==> src/rtl/load_align_unit.sv <==
// load_align_unit: load-side byte/halfword alignment unit.
// Issues a word-aligned read to data memory, waits (bounded by TIMEOUT)
// for the returned word, then extracts the addressed byte/halfword and
// zero- or sign-extends it to 32 bits.
// Optional feature macro: LOAD_MISALIGN_TRAP_EN -- when defined, misaligned
// halfword/word loads are answered with an error and no memory read.
module load_align_unit #(
    parameter int TIMEOUT = 255,  // max WAIT cycles before error; 0 = never time out
    parameter int CNT_W   = 8     // timeout counter width, must hold TIMEOUT
) (
    input  logic        clk,
    input  logic        rst_n,
    input  logic        req_valid,
    output logic        req_ready,
    input  logic [31:0] req_addr,
    input  logic [1:0]  req_size,
    input  logic        req_signed,
    output logic        mem_rd_en,
    output logic [31:0] mem_addr,
    input  logic        mem_rd_valid,
    input  logic [31:0] mem_rd_data,
    output logic        load_valid,
    output logic [31:0] load_data,
    output logic        load_err,
    output logic        busy
);

    typedef enum logic [1:0] {IDLE, ISSUE, WAIT, RESP} state_t;

    localparam logic [CNT_W-1:0] TMO    = CNT_W'(TIMEOUT);
    localparam bit               TMO_EN = (TIMEOUT != 0);

    state_t           state;
    logic [1:0]       off_q;
    logic [1:0]       size_q;
    logic             sgn_q;
    logic [CNT_W-1:0] cnt;
    logic             misalign;

    // Little-endian lane select plus zero/sign extension; matches the store merge lanes.
    function automatic logic [31:0] extract(input logic [31:0] w,
                                            input logic [1:0]  off,
                                            input logic [1:0]  size,
                                            input logic        sgn);
        logic [7:0]  b;
        logic [15:0] h;
        logic [31:0] r;
        b = w[7:0];
        unique case (off)
            2'b00:   b = w[7:0];
            2'b01:   b = w[15:8];
            2'b10:   b = w[23:16];
            default: b = w[31:24];
        endcase
        h = off[1] ? w[31:16] : w[15:0];
        unique case (size)
            2'b00:   r = {{24{sgn & b[7]}}, b};
            2'b01:   r = {{16{sgn & h[15]}}, h};
            default: r = w;  // word and the reserved 11 encoding pass through
        endcase
        return r;
    endfunction

`ifdef LOAD_MISALIGN_TRAP_EN
    // Halfword at an odd address, or word not on a 4-byte boundary, is trapped.
    assign misalign = ((req_size == 2'b01) && req_addr[0]) ||
                      (req_size[1] && (req_addr[1:0] != 2'b00));
`else
    // Low offset bits are silently ignored; only a timeout produces an error.
    assign misalign = 1'b0;
`endif

    // Request/response FSM with all outputs registered.
    always_ff @(posedge clk or negedge rst_n) begin
        if (!rst_n) begin
            state      <= IDLE;
            req_ready  <= 1'b1;
            mem_rd_en  <= 1'b0;
            mem_addr   <= '0;
            load_valid <= 1'b0;
            load_data  <= '0;
            load_err   <= 1'b0;
            busy       <= 1'b0;
            cnt        <= '0;
            off_q      <= '0;
            size_q     <= '0;
            sgn_q      <= 1'b0;
        end else begin
            unique case (state)
                IDLE: begin
                    if (req_valid) begin
                        off_q     <= req_addr[1:0];
                        size_q    <= req_size;
                        sgn_q     <= req_signed;
                        mem_addr  <= {req_addr[31:2], 2'b00};
                        req_ready <= 1'b0;
                        busy      <= 1'b1;
                        if (misalign) begin
                            // Skip the memory access entirely and answer with an error.
                            state      <= RESP;
                            load_valid <= 1'b1;
                            load_err   <= 1'b1;
                            load_data  <= '0;
                        end else begin
                            state     <= ISSUE;
                            mem_rd_en <= 1'b1;
                        end
                    end
                end
                ISSUE: begin
                    mem_rd_en <= 1'b0;
                    cnt       <= '0;
                    state     <= WAIT;
                end
                WAIT: begin
                    if (mem_rd_valid) begin
                        // Returned data wins over a timeout expiring in the same cycle.
                        load_data  <= extract(mem_rd_data, off_q, size_q, sgn_q);
                        load_err   <= 1'b0;
                        load_valid <= 1'b1;
                        state      <= RESP;
                    end else if (TMO_EN && (cnt == TMO)) begin
                        load_data  <= '0;
                        load_err   <= 1'b1;
                        load_valid <= 1'b1;
                        state      <= RESP;
                    end else if (cnt != '1) begin
                        cnt <= cnt + 1'b1;
                    end
                end
                RESP: begin
                    load_valid <= 1'b0;
                    req_ready  <= 1'b1;
                    busy       <= 1'b0;
                    state      <= IDLE;
                end
                default: state <= IDLE;
            endcase
        end
    end

endmodule
==> config.mk <==
export PLATFORM = sky130hd
export DESIGN_NAME = load_align_unit
export DESIGN_NICKNAME = d
export VERILOG_FILES = /design/src/rtl/load_align_unit.sv
export SDC_FILE = /design/constraint.sdc
export NUM_CORES = 1
export LEC_CHECK = 0
export CORE_ASPECT_RATIO = 0.8
export CORE_MARGIN = 4
export CORE_UTILIZATION = 40
export DETAILED_ROUTE_END_ITERATION = 8
export PLACE_DENSITY_LB_ADDON = 0.05
export SYNTH_ARGS = -nofsm -noshare
export SYNTH_HDL_FRONTEND = slang
export SYNTH_SLANG_ARGS = --single-unit
==> constraint.sdc <==
create_clock -name clk -period 2.3 [get_ports clk]
set_input_delay 0.23 -clock clk [delete_from_list [all_inputs] [get_ports clk]]
set_output_delay 0.23 -clock clk [all_outputs]
set_load 0.05 [all_outputs]
## After elaboration in Yosys (flattened, before gate mapping)

Index checks and enable logic that the tools add are counted.

- Bitwise logic cells: 2
- Muxes and demuxes: 24
- Reduce and logical (&&, ||, !) cells: 15
- Add/subtract/negate cells: 1
- Equality and inequality tests: 13

Operator list:

| cell | count |
|---|---|
| two-way mux 32 bit | 2 |
| one-hot mux 32 bit (2 select lines) | 1 |
| two-way mux 8 bit | 5 |
| one-hot mux 8 bit (3 select lines) | 1 |
| two-way mux 16 bit | 1 |
| one-hot mux 8 bit (2 select lines) | 1 |
| AND reduction 2 bit | 6 |
| nonzero test 2 bit | 5 |
| adder 8 x 1 -> 8 bit, second input constant | 1 |
| == test 8 bit, second input constant | 1 |
| != test 2 bit, second input constant | 4 |
| != test 8 bit, second input constant | 1 |
| one-hot mux 1 bit (2 select lines) | 4 |
| one-hot mux 2 bit (4 select lines) | 1 |
| == test 2 x 1 -> 1 bit, second input constant | 3 |
| == test 2 bit, second input constant | 3 |
| zero test 2 bit | 3 |
| two-way mux 2 bit | 3 |
| two-way mux 1 bit | 5 |
| AND reduction 4 bit | 1 |
| != test 3 bit, second input constant | 1 |
| AND 1 bit | 2 |

- Input port bits: 71
- Word-level logic and storage cells: 67
- Register bits after elaboration: 82
- Output and inout bits: 69

## Depth between registers and ports, before layout

- Depth in word-level cells: 7
- Gate-level depth with buffers: 9
- Depth with buffers taken out: 6

## Least setup slack after synthesis

OpenSTA, ideal clock, no wires.

- Kind: reg-to-reg
- Start point: reg state[0]
- End point: reg load_data[16]
- Slack: 469 ps
- Clock period less this slack: 1,831 ps
- Cell stages (with the launch flop): 10
- Arrival: 1,763 ps
- Data required time: 2,233 ps
- Library setup time: 67 ps
- Path buffers: 3
- Cells stage by stage: dfrtp_1 inv_1 ha_1 buf_2 and2_1 buf_2 nand3_2 a211oi_4 buf_6 a221o_1

- Longest elaborated chain between the ends: 2

Ends and longest elaborated chain:

| what | RTL line | source |
|---|---|---|
| start: declaration | 33 | `state_t state;` |
| start signal: assignment | 76 | `state <= IDLE;` |
| start signal: assignment | 100 | `state <= RESP;` |
| start signal: assignment | 105 | `state <= ISSUE;` |
| == test 2 bit | 89 | `unique case (state)` |
| AND reduction 2 bit (no line) | n/a |  |
| end signal: assignment | 118 | `load_data <= extract(mem_rd_data, off_q, size_q, sgn_q);` |
| end: declaration | 23 | `output logic [31:0] load_data,` |

No other way between the ends.
A chain may end at the register's enable or synchronous reset.

## Worst setup path after layout

- Start point: reg state[0]
- End point: reg load_data[25]

Same word-level chain as after synthesis.

==> impl_metrics.tcl <==
set metrics [dict create \
    track_usage_pct 19.07 \
    fin_cells 575 \
    avgRoutedWirePerCell_um 18.33 \
    crit_arrival_ps 2220 \
    cts_tree "yes" \
    rsz0062_at_grt "no" \
    final_common_cell "clkdlybuf4s50_1" \
    fin_crit_sh_pct 85.14 \
    die_w_um 117.8 \
    cts-root-buf "clkbuf_16" \
    routed-wl-met3_um 788 \
    finalSetupViolations 0 \
    mostFrequentLayoutCells "clkdlybuf4s50_1, dfrtp_1, mux2_2" \
    synth.top_cell.area_share_pct 52.53 \
    wl_met2_mm 5.247 \
    firstDrtPassIters 4 \
    worstPathMaxFanout 16 \
    dp_cells 560 \
    hold_class "input port to async pin" \
    slowest_delay_ps 670 \
    gp_congestion 0.8674 \
    cts.hold.buffers_added 0 \
    ys_types 48 \
    path_clk_slew_ps 60 \
    io_buffers 137 \
    postSynthAreaPerCell_sq_um 12.13 \
    io_pins 140 \
    cp_num_buf_inv 1 \
    violations "negative hold slack" \
    critPathCapture "load_data[25]$_DFFE_PN0P_" \
    cts_buffers 9 \
    grt-ovfl-total 0 \
    synth_top_cells_by_area "dfrtp_1, mux2_2, a221o_1" \
    whs_ps -4.305 \
    postRouteAntennaNets 0 \
    grt_max_degree 67 \
    synth_largest_area_cell "dfrtp_1" \
    synth-edff-count 0 \
    startpoint "state[0]$_DFFE_PN0P_" \
    finalHoldViolCount 1 \
    tns_ps 0 \
    reg2reg_depth 6 \
    synth_area_sq_um 3859 \
    async_flop_share_pct 100.0 \
    core-area_sq_um 9231 \
    maxCapViolCount 0 \
    multi_input_area_sq_um 1649 \
    grt_pass1_wl_mm 16.97 \
    yosysWarnings 0 \
    vias_per_cell 5.419 \
    ctsLongestPathBuffers 2 \
    peakVddDrop_uv 812.4 \
    drt-total-wl_mm 10.54 \
    crit_family "compound AO/OA/AOI/OAI gates" \
    synth_seq_area_share_pct 53.21 \
    startpoint_type "flop" \
    rows 31 \
    post_cts_resized 0 \
    initial_core_util_pct 41.80 \
    clkLatencyLatePin_ps 330 \
    antenna_found_initial 0 \
    path_cells "inv_1, ha_1, and2_1, nand3_2, a211oi_4, a221o_1" \
    diodes 0 \
    drc 0 \
    m1WireLength_mm 4.401 \
    fmax_ghz 0.5107 \
    ys_ff_latch 82 \
    nets 532 \
    drive_above_1_share_pct 15.65 \
    synth_cells 318 \
    tightest_slew_ps 845.6 \
    nFillCells 806 \
    r2r-end "load_data[25]$_DFFE_PN0P_" \
    power_density_nw_per_um2 1615 \
    via_count 3116 \
    die_area_sq_um 11290 \
    p_leak_nw 2.407 \
    yosys_most_used_dff "dfrtp_1" \
    clock_skew_ps 3.746 \
    outcome "complete, but fails checks" \
    numClockSinks 82 \
    grt_pass1_vias 3237 \
    reg2reg_from "state[0]$_DFFE_PN0P_" \
    post-cts-setup-buffers 0 \
    cp_slowest_cell "a211oi_4" \
    cts-htree-levels 3 \
    area.growth.synth_to_final_pct 46.92 \
    period_needed_ps 1958 \
    dr.first_iter.drc_count 182 \
    path_class "flop to flop" \
    drv_slew 0 \
    endpoint_kind "flop" \
    chipHeight_um 95.85 \
    reg2reg_slack_ps 340 \
    detailed_place_hpwl_mm 7.833 \
    worst-path-stages 6 \
    route.top_layer_used "met4" \
    seqCellArea_sq_um 2053 \
    max-slew-margin-rel_pct 43.63 \
    crit_required_ps 2560 \
]
registers in the layout, indices dropped and copies added, names as in the netlist, 2 cells and up:
register   count
size_q         2
cnt            8
mem_addr      30
load_data     32
state          2
off_q          2
cell families after synthesis:
| logic type | after synthesis | synth area share [%] |
|---|---|---|
| muxes | 41 | 12.13 |
| other | 1 | 0.09718 |
| buffers and inverters | 35 | 4.248 |
| DFF | 82 | 53.21 |
| and+or+nand+nor | 60 | 9.241 |
| AOI/OAI and AO/OA | 94 | 19.46 |
| adders and majority gates | 5 | 1.621 |
through the flow:
step / utilization [%] / total power, W / hold WS (ps) / setup WS, ps / cell area, sq um
after global placement: 58.31 / 0.007749 / 394.6 / 262.5 / 5383
after CTS: 61.41 / 0.009258 / 40.87 / 319.5 / 5669
after global routing: 61.41 / 0.009672 / 68.32 / 130.2 / 5669
after detailed placement: 58.31 / 0.007827 / 395.9 / 249.6 / 5383
after floorplan: - / 0.006026 / -65.59 / 469.5 / 3862
final: 61.41 / 0.009156 / -4.305 / 341.8 / 5669
final cells by class:
class                      count  area share [%]
clock buffer                  12           4.348
clock inverter                 3          0.7062
inverter                      10          0.6621
multi-input combinational    202           29.09
sequential                    82           36.22
tap                          115           2.538
timing repair buffer         151           26.44
worst min path at each step:
stage	startpoint	end	slack, ps	cells after the start
after floorplan	rst_n	busy$_DFFE_PN0P_	-70	0
after global placement	rst_n	load_data[28]$_DFFE_PN0P_	390	1
after detailed placement	rst_n	load_data[28]$_DFFE_PN0P_	400	1
after CTS	rst_n	load_data[28]$_DFFE_PN0P_	40	1
after global routing	rst_n	load_data[28]$_DFFE_PN0P_	70	1
final	rst_n	load_data[28]$_DFFE_PN0P_	-4	1
per-layer routing:
metal / up-vias / global-route usage, %
met3: 10 / 7.521
met5: - / 0
met4: 0 / 5.073
li1: 1472 / -
met1: 1542 / 23.85
met2: 92 / 31.28
report_power, final:
| part | internal, W | switching [W] | leakage, nW | total, W |
|---|---|---|---|---|
| clock | 0.000861 | 0.000528 | 0.142 | 0.00139 |
| combinational | 0.00204 | 0.00325 | 1.25 | 0.00529 |
| sequential | 0.00209 | 0.000382 | 1.01 | 0.00247 |
cells in the mapped netlist, types with 2 or more instances:
library cell   n
nand3_1        5
nand2b_1       6
buf_1          3
nor3_1         4
clkbuf_1      10
dfrtp_1       81
a221o_1       24
o22ai_1        2
a21oi_1       13
a221oi_1       2
nand3b_1       7
buf_6          2
o21ai_1        2
buf_4          2
a211o_1        6
inv_1         10
nor2b_1        9
nor3b_1        4
buf_2          8
o211ai_1       2
and2_1         2
o21ai_0        8
nor2_1         9
mux2i_1        4
o31ai_1        6
nand2_1        7
a21o_1         7
mux2_2        36
a22o_1         9
ha_1           5
o2bb2ai_1      6
(Power assumes the default switching activity.)
